<file path="config.mk">
export PLATFORM = sky130hd
export DESIGN_NAME = flipflop_arbiter_flat
export DESIGN_NICKNAME = d
export VERILOG_FILES = /design/src/rtl/flipflop_arbiter_if.sv /design/src/rtl/flipflop_arbiter.sv /design/src/flat_wrapper.sv
export SDC_FILE = /design/constraint.sdc
export NUM_CORES = 1
export LEC_CHECK = 0
export CAP_MARGIN = 20
export CORE_ASPECT_RATIO = 1.4
export CORE_UTILIZATION = 43
export DETAILED_ROUTE_END_ITERATION = 10
export PLACE_DENSITY_LB_ADDON = 0.08
export SLEW_MARGIN = 15
export SYNTH_ARGS = -nofsm -noshare
export SYNTH_HDL_FRONTEND = slang
export SYNTH_SLANG_ARGS = --single-unit
export TNS_END_PERCENT = 1
</file>
<file path="constraint.sdc">
create_clock -name clk -period 2.3 [get_ports clk]
set_clock_uncertainty 0.15 [all_clocks]
set_input_delay 0.46 -clock clk [delete_from_list [all_inputs] [get_ports clk]]
set_output_delay 0.46 -clock clk [all_outputs]
set_load 0.1 [all_outputs]
</file>
<file path="src/rtl/flipflop_arbiter_if.sv">
// flipflop_arbiter_if
//   Bundle of signals between the requester blocks and the shared-register
//   arbiter.
//
//   Optional feature macro: FLIPFLOP_ARB_LOCK_EN
//     When defined, the bundle also carries the per-requester lock signal.
//
//   Signals:
//     req   [NREQ]          write request per requester (held until its ack)
//     d     [NREQ*WIDTH]    data words; requester i drives d[i*WIDTH +: WIDTH]
//     lock  [NREQ]          keep-grant request (only with FLIPFLOP_ARB_LOCK_EN)
//     gnt   [NREQ]          one-hot grant, zero when idle
//     ack   [NREQ]          one-cycle write-done pulse to the owner
//     q     [WIDTH]         shared register contents
//     owner [$clog2(NREQ)]  index of the current or last owner
//     busy                  high while the arbiter is not idle
//
//   Modports:
//     master  requester side (drives req/d/lock)
//     slave   arbiter side (drives gnt/ack/q/owner/busy)
interface flipflop_arbiter_if #(
  parameter int NREQ  = 4,
  parameter int WIDTH = 4
);
  localparam int OW = $clog2(NREQ);

  logic [NREQ-1:0]       req;
  logic [NREQ*WIDTH-1:0] d;
`ifdef FLIPFLOP_ARB_LOCK_EN
  logic [NREQ-1:0]       lock;
`endif
  logic [NREQ-1:0]       gnt;
  logic [NREQ-1:0]       ack;
  logic [WIDTH-1:0]      q;
  logic [OW-1:0]         owner;
  logic                  busy;

`ifdef FLIPFLOP_ARB_LOCK_EN
  modport master (output req, d, lock, input gnt, ack, q, owner, busy);
  modport slave  (input req, d, lock, output gnt, ack, q, owner, busy);
`else
  modport master (output req, d, input gnt, ack, q, owner, busy);
  modport slave  (input req, d, output gnt, ack, q, owner, busy);
`endif
endinterface

</file>
<file path="src/rtl/flipflop_arbiter.sv">
// flipflop_arbiter
//   Round-robin arbiter that shares one WIDTH-bit register (q) among NREQ
//   requesters. It grants one requester at a time, loads that requester's
//   data word into q, and pulses ack back to it. Each grant walks
//   IDLE -> GRANT -> WRITE -> RELEASE -> IDLE, one state per clock edge.
//
//   Optional feature macro: FLIPFLOP_ARB_LOCK_EN
//     When defined, an owner that holds lock and req in RELEASE keeps the
//     grant and goes straight back to GRANT. This gives back-to-back writes
//     every 3 cycles, and the round-robin pointer is frozen while locked.
//
//   Ports:
//     clk  rising-edge clock
//     rst  asynchronous reset, active-low
//     bus  flipflop_arbiter_if.slave (req, d, [lock] in; gnt, ack, q,
//          owner, busy out)
module flipflop_arbiter #(
  parameter int NREQ  = 4,
  parameter int WIDTH = 4
) (
  input  logic             clk,
  input  logic             rst,
  flipflop_arbiter_if.slave bus
);
  localparam int OW = $clog2(NREQ);

  typedef enum logic [1:0] {IDLE, GRANT, WRITE, RELEASE} state_t;

  state_t           state;
  logic [NREQ-1:0]  gnt_r;
  logic [NREQ-1:0]  ack_r;
  logic [WIDTH-1:0] q_r;
  logic [OW-1:0]    owner_r;
  logic             busy_r;
  logic [OW-1:0]    ptr;
  logic [OW-1:0]    winner;
  logic [NREQ-1:0]  owner_bit;

  // Round-robin scan: the first request found above the last served
  // requester (ptr), wrapping around, wins.
  always_comb begin
    winner = '0;
    for (int k = NREQ; k >= 1; k--) begin
      if (bus.req[(int'(ptr) + k) % NREQ]) winner = OW'((int'(ptr) + k) % NREQ);
    end
  end

  assign owner_bit = {{(NREQ-1){1'b0}}, 1'b1} << owner_r;

  // Main sequencer. Every output is registered here. An asynchronous reset
  // abandons any write in progress and clears q.
  always_ff @(posedge clk or negedge rst) begin
    if (!rst) begin
      state   <= IDLE;
      gnt_r   <= '0;
      ack_r   <= '0;
      q_r     <= '0;
      owner_r <= '0;
      busy_r  <= 1'b0;
      ptr     <= OW'(NREQ - 1);
    end else begin
      case (state)
        IDLE: begin
          if (|bus.req) begin
            gnt_r   <= {{(NREQ-1){1'b0}}, 1'b1} << winner;
            owner_r <= winner;
            busy_r  <= 1'b1;
            state   <= GRANT;
          end
        end
        GRANT: begin
          // If the owner has withdrawn its request, abandon the grant
          // without writing and leave ptr alone.
          if (bus.req[owner_r]) begin
            state <= WRITE;
          end else begin
            gnt_r  <= '0;
            busy_r <= 1'b0;
            state  <= IDLE;
          end
        end
        WRITE: begin
          q_r   <= bus.d[int'(owner_r)*WIDTH +: WIDTH];
          ack_r <= owner_bit;
          state <= RELEASE;
        end
        RELEASE: begin
          ack_r <= '0;
`ifdef FLIPFLOP_ARB_LOCK_EN
          if (bus.lock[owner_r] && bus.req[owner_r]) begin
            state <= GRANT;
          end else begin
            gnt_r  <= '0;
            busy_r <= 1'b0;
            ptr    <= owner_r;
            state  <= IDLE;
          end
`else
          gnt_r  <= '0;
          busy_r <= 1'b0;
          ptr    <= owner_r;
          state  <= IDLE;
`endif
        end
        default: begin
          gnt_r  <= '0;
          ack_r  <= '0;
          busy_r <= 1'b0;
          state  <= IDLE;
        end
      endcase
    end
  end

  assign bus.gnt   = gnt_r;
  assign bus.ack   = ack_r;
  assign bus.q     = q_r;
  assign bus.owner = owner_r;
  assign bus.busy  = busy_r;
endmodule

</file>
<file path="src/flat_wrapper.sv">
// flat-port wrapper written by rule: the top's interface ports become plain ports
module flipflop_arbiter_flat 
#(
  parameter int NREQ  = 4,
  parameter int WIDTH = 4
)
  (clk, rst, bus_req, bus_d, bus_gnt, bus_ack, bus_q, bus_owner, bus_busy);
  flipflop_arbiter_if #(.NREQ(NREQ), .WIDTH(WIDTH)) bus_i ();
  input  logic clk;
  input  logic rst;
  input wire logic [$bits(bus_i.req)-1:0] bus_req;
  input wire logic [$bits(bus_i.d)-1:0] bus_d;
  output wire logic [$bits(bus_i.gnt)-1:0] bus_gnt;
  output wire logic [$bits(bus_i.ack)-1:0] bus_ack;
  output wire logic [$bits(bus_i.q)-1:0] bus_q;
  output wire logic [$bits(bus_i.owner)-1:0] bus_owner;
  output wire logic [$bits(bus_i.busy)-1:0] bus_busy;
  assign bus_i.req = bus_req;
  assign bus_i.d = bus_d;
  assign bus_gnt = bus_i.gnt;
  assign bus_ack = bus_i.ack;
  assign bus_q = bus_i.q;
  assign bus_owner = bus_i.owner;
  assign bus_busy = bus_i.busy;
  flipflop_arbiter #(.NREQ(NREQ), .WIDTH(WIDTH)) u_core (.clk(clk), .rst(rst), .bus(bus_i));
endmodule
</file>
==> results.py, run 1 <==
metrics = {
    "status": {
        "status": "completed",
    },
    "floorplan": {
        "die_h_um": 58.2,
        "ios": 37,
        "coreArea_um2": 2150,
        "initial_utilization_pct": 45.1,
        "die-area_um2": 2450,
        "rows": 20,
        "die_w_um": 42.2,
    },
    "routing": {
        "num_vias": 773,
        "drt_iter0_markers": 17,
        "wirelength_met1_um": 786,
        "top_layer": "met4",
        "wl_per_cell_um": 14.6,
        "viasPerCell": 5.52,
        "drc": 0,
        "drt_first_pass_iters": 4,
        "ant_nets": 0,
        "wl_met3_um": 128,
        "wirelength_um": 2040,
        "met2_length_um": 1080,
    },
    "setup_path": {
        "r2r_setup_slack_ps": 620,
        "worstRegToRegCells": 2,
        "worstPathRequired_ps": 2350,
        "r2r-start": "u_core.bus.owner[0]$_DFFE_PN0P_",
        "crit_fanout": 8,
        "start_kind": "primary input",
        "worstReg2RegEnd": "u_core.bus.q[3]$_DFFE_PN0P_",
        "critPathKind": "in2reg",
        "arrival_ps": 1940,
        "end_kind": "flop",
    },
    "grt": {
        "grt_pass1_vias": 788,
        "overflow": 0,
        "grt_pass1_wl_um": 3370,
        "antenna_found_initial": 0,
        "grt_max_degree": 20,
        "gr-usage-all-layers_pct": 18.2,
    },
    "finish": {
        "syn2layout_area_growth_pct": 41.4,
        "stdcell_count": 140,
        "fill_cells": 186,
        "antenna_cells": 0,
        "drive_gt1_share_pct": 29.7,
        "layout.nets": 141,
    },
    "sta": {
        "drv_slew": 0,
        "tightest_slew_ps": 375,
        "setup_tns_ps": 0,
        "fin_crit_sh_pct": 82.1,
        "maxSlewHeadroom_pct": 75.0,
        "period_needed_ps": 1890,
        "fmax_mhz": 530,
        "setup_violations": 0,
        "rsz0062_at_grt": "false",
        "hold_viol_final": 0,
    },
    "yosys": {
        "synth_area_um2": 971,
        "yosysSeqAreaShare_pct": 49.2,
        "yosysMostFrequentCell": "dfrtp_1",
        "synth_top_flop_cell": "dfrtp_1",
        "post-synth-top-area-fraction_pct": 43.8,
        "synth_common_cells": "dfrtp_1 (17), nand2_1 (7), inv_1 (6), mux2_2 (5)",
        "ys_types": 26,
        "synthCells": 78,
        "synth_enable_flop_cells": 0,
        "syn_area_per_cell_um2": 12.4,
        "ys_warn_count": 0,
        "synth_seq_cells": 19,
        "synth_area_leaders": "dfrtp_1 (44%), mux4_1 (11%), mux2_2 (5.8%)",
        "synth_top_cell_by_area": "dfrtp_1",
        "synth_fp_nets": 100,
        "synthArstFlopShare_pct": 100,
    },
    "clock_network": {
        "ctsHoldBuffers": 0,
        "cts_resized": 0,
        "cts_num_sinks": 19,
        "post_cts_buffers": 0,
        "clock-root-buffer": "clkbuf_4",
        "cts_buffers": 3,
        "h-tree-depth": 1,
        "cts.path.max_buffers": 2,
        "cts_tree": "built",
        "clock_latency_ps": 300,
        "cts.clk_slew.worst_paths_ps": 110,
    },
    "placed_design": {
        "place_congestion": 0.751,
        "place.detailed.hpwl_um": 1570,
        "placed_cells": 136,
        "io_buffers": 36,
    },
    "min_path": {
        "hold_path.class": "in2async",
    },
    "run": {
        "cap_violations": 0,
    },
}
kinds of logic after synthesis:
family                 share of synthesized area [%]
muxes                                           20.0
DFF                                             49.2
and+or+nand+nor                                 9.15
buffers and inverters                           5.67
AOI/OAI and AO/OA                               16.0
how the worst max path moves through the flow:
stage	slack, ps	endpoint	from	cells after the start
after floorplan	40	u_core.bus.gnt[0]$_DFFE_PN0P_	u_core.bus.owner[1]$_DFFE_PN0P_	5
after global placement	150	u_core.bus.gnt[2]$_DFFE_PN0P_	bus_req[3]	5
after detailed placement	100	u_core.bus.gnt[2]$_DFFE_PN0P_	bus_req[3]	5
after CTS	430	u_core.bus.gnt[2]$_DFFE_PN0P_	bus_req[3]	5
after global routing	380	u_core.bus.gnt[2]$_DFFE_PN0P_	bus_req[3]	5
final	410	u_core.bus.gnt[2]$_DFFE_PN0P_	bus_req[3]	5
registers in the layout, summed over array words and instances, names as in the netlist, named ones only:
register,flops
u_core.bus.ack,4
u_core.bus.busy,1
u_core.bus.gnt,4
u_core.bus.owner,2
u_core.bus.q,4
u_core.ptr,2
u_core.state,1
worst max-delay path: stages:
cell,delay [ps]
clkdlybuf4s50_1,520
mux4_2,530
nand3_2,100
o21ai_2,90
a32o_1,220
placed cells by master, fill, tap and decap left out:
cell	count
nand2b_1	1
nand3_2	1
mux2i_1	1
nor3_2	1
dfrtp_1	16
mux4_1	4
o21ai_2	1
clkdlybuf4s50_1	21
o2bb2ai_1	4
nor4_1	1
dfstp_2	2
o21ai_0	3
mux2_2	5
clkbuf_4	3
buf_4	17
o22ai_1	2
a32o_1	2
a21o_1	1
nor2b_1	1
nand2_1	7
clkinv_2	1
and3b_1	1
inv_1	6
a21oi_1	4
dfrtp_2	1
buf_12	2
nor2_1	4
o32a_1	1
mux4_2	1
o32ai_1	3
final cells by class:
type	count	area, µm²	area share, %
tap	22	27.5	2.01
clock buffer	3	22.5	1.64
inverter	6	22.5	1.64
sequential	19	479	34.9
timing repair buffer	40	378	27.5
multi-input combinational	49	438	31.9
clock inverter	1	5.00	0.365
through the flow:
step	utilization, %	instance area (µm²)	hold WS, ps	setup WS [ps]
global placement	62.5	1350	318	153
CTS	63.8	1370	331	428
global route	63.8	1370	355	384
finish	63.8	1370	329	412
floorplan	-	972	14.4	36.3
detailed placement	62.5	1350	320	102
per-layer routing:
layer  up-vias  track usage (%)
met5         -                0
met4         0             9.38
met3         5             4.05
met2        23             32.3
met1       367             20.1
li1        378                -
Power of run 1 is left out: the tool's default activity adds up to more than one toggle a clock period on the data nets, which glitch-free logic cannot reach.
==> run 2, diff against run 1 <==
clock period = 2 ns   (was 2.3 ns; I/O delays follow)
==> results.py, run 2 (synthesis results as in run 1) <==
metrics = {
    "floorplan": {
        "rows": 20,
        "die_w_um": 42.2,
        "coreArea_um2": 2150,
        "ios": 37,
        "initial_utilization_pct": 45.1,
        "die_h_um": 58.2,
        "die-area_um2": 2450,
    },
    "routing": {
        "drc": 0,
        "viasPerCell": 5.65,
        "num_vias": 808,
        "drt_first_pass_iters": 4,
        "drt_iter0_markers": 10,
        "ant_nets": 0,
        "wl_per_cell_um": 14.9,
        "wirelength_um": 2130,
    },
    "clock_network": {
        "clock_latency_ps": 290,
        "cts_buffers": 3,
        "post_cts_buffers": 0,
        "cts_num_sinks": 19,
        "ctsHoldBuffers": 0,
        "cts.path.max_buffers": 2,
        "cts.clk_slew.worst_paths_ps": 110,
        "cts_tree": "built",
        "clock-root-buffer": "clkbuf_4",
        "cts_resized": 0,
        "h-tree-depth": 1,
    },
    "finish": {
        "syn2layout_area_growth_pct": 60.4,
        "fin_area_um2": 1560,
        "antenna_cells": 0,
        "final_common_cell": "clkdlybuf4s50_1",
        "drive_gt1_share_pct": 31.4,
        "final_cell_mix": "clkdlybuf4s50_1 (21), dfrtp_1 (15), buf_12 (15)",
        "layout.nets": 144,
        "stdcell_count": 143,
    },
    "grt": {
        "grt_pass1_wl_um": 3590,
        "grt_busiest_layer": "met2",
        "met1_usage_pct": 21.9,
        "grt.met3_usage_pct": 3.43,
        "gr-usage-all-layers_pct": 18.9,
        "antenna_found_initial": 0,
        "grt_max_degree": 20,
        "grt_pass1_vias": 792,
        "met2_usage_pct": 35.6,
        "overflow": 0,
    },
    "setup_path": {
        "r2r-start": "u_core.bus.owner[0]$_DFFE_PN0P_",
        "arrival_ps": 1810,
        "critPathLaunch": "bus_req[3]",
        "crit_fanout": 6,
        "critPathKind": "in2reg",
        "start_kind": "primary input",
        "worstPathRequired_ps": 2040,
        "end_kind": "flop",
    },
    "sta": {
        "drv_slew": 0,
        "fin_crit_sh_pct": 88.6,
        "setup_violations": 0,
        "setup_tns_ps": 0,
        "fmax_mhz": 564,
        "rsz0062_at_grt": "false",
        "period_needed_ps": 1770,
        "tightest_slew_ps": 466,
        "maxSlewHeadroom_pct": 68.8,
        "hold_viol_final": 0,
    },
    "placed_design": {
        "io_buffers": 36,
        "placed_cells": 139,
        "place_congestion": 0.767,
        "place.detailed.hpwl_um": 1710,
        "place_area_um2": 1530,
    },
    "run": {
        "cap_violations": 0,
    },
    "status": {
        "status": "completed",
    },
    "min_path": {
        "hold_path.class": "in2async",
    },
}
==> run 2: worst paths after layout <==
path | to | cells after the start | slack (ps)
setup / recovery | u_core.bus.gnt[2]$_DFFE_PN0P_ | 5 | 230
setup reg to reg | u_core.bus.q[3]$_DFFE_PN0P_ | 2 | 320
hold reg to reg | u_core.ptr[1]$_DFFE_PN1P_ | 2 | 390
min in group clk | u_core.ptr[1]$_DFFE_PN1P_ | 2 | 390
hold / removal | u_core.bus.ack[3]$_DFFE_PN0P_ | 2 | 280
max in group asynchronous | u_core.ptr[1]$_DFFE_PN1P_ | 2 | 1160
==> run 2: final cells by class <==
class                   count  area, µm²
flip-flops and latches     19        480
well taps                  22       27.5
clock buffers               4       26.3
inverters                   6       22.5
fillers                   155        594
multi-input cells          49        438
repair buffers             43        563
==> run 2: critical path, stage by stage <==
cell             delay (ps)
clkdlybuf4s50_1         480
mux4_2                  510
nand3_2                 100
o21ai_2                  90
a32o_1                  230
==> run 2: routing by layer <==
| layer | part of all wire, % | vias to the layer above |
|---|---|---|
| met5 | 0 | - |
| met4 | 0 | 0 |
| met3 | 5.3 | 0 |
| met2 | 55 | 27 |
| met1 | 39 | 397 |
| li1 | - | 384 |
==> run 2: through the flow <==
step           setup WS (ps)  hold slack, ps  utilization (%)
6_report                 227             282             72.4
5_1_grt                 80.7             317             72.4
4_1_cts                  237             289             72.4
3_5_place_dp           -77.6             384             71.2
3_3_place_gp           -41.7             368             71.2
2_1_floorplan          -31.8           -45.6                -
Power of run 2 is left out for the same reason.
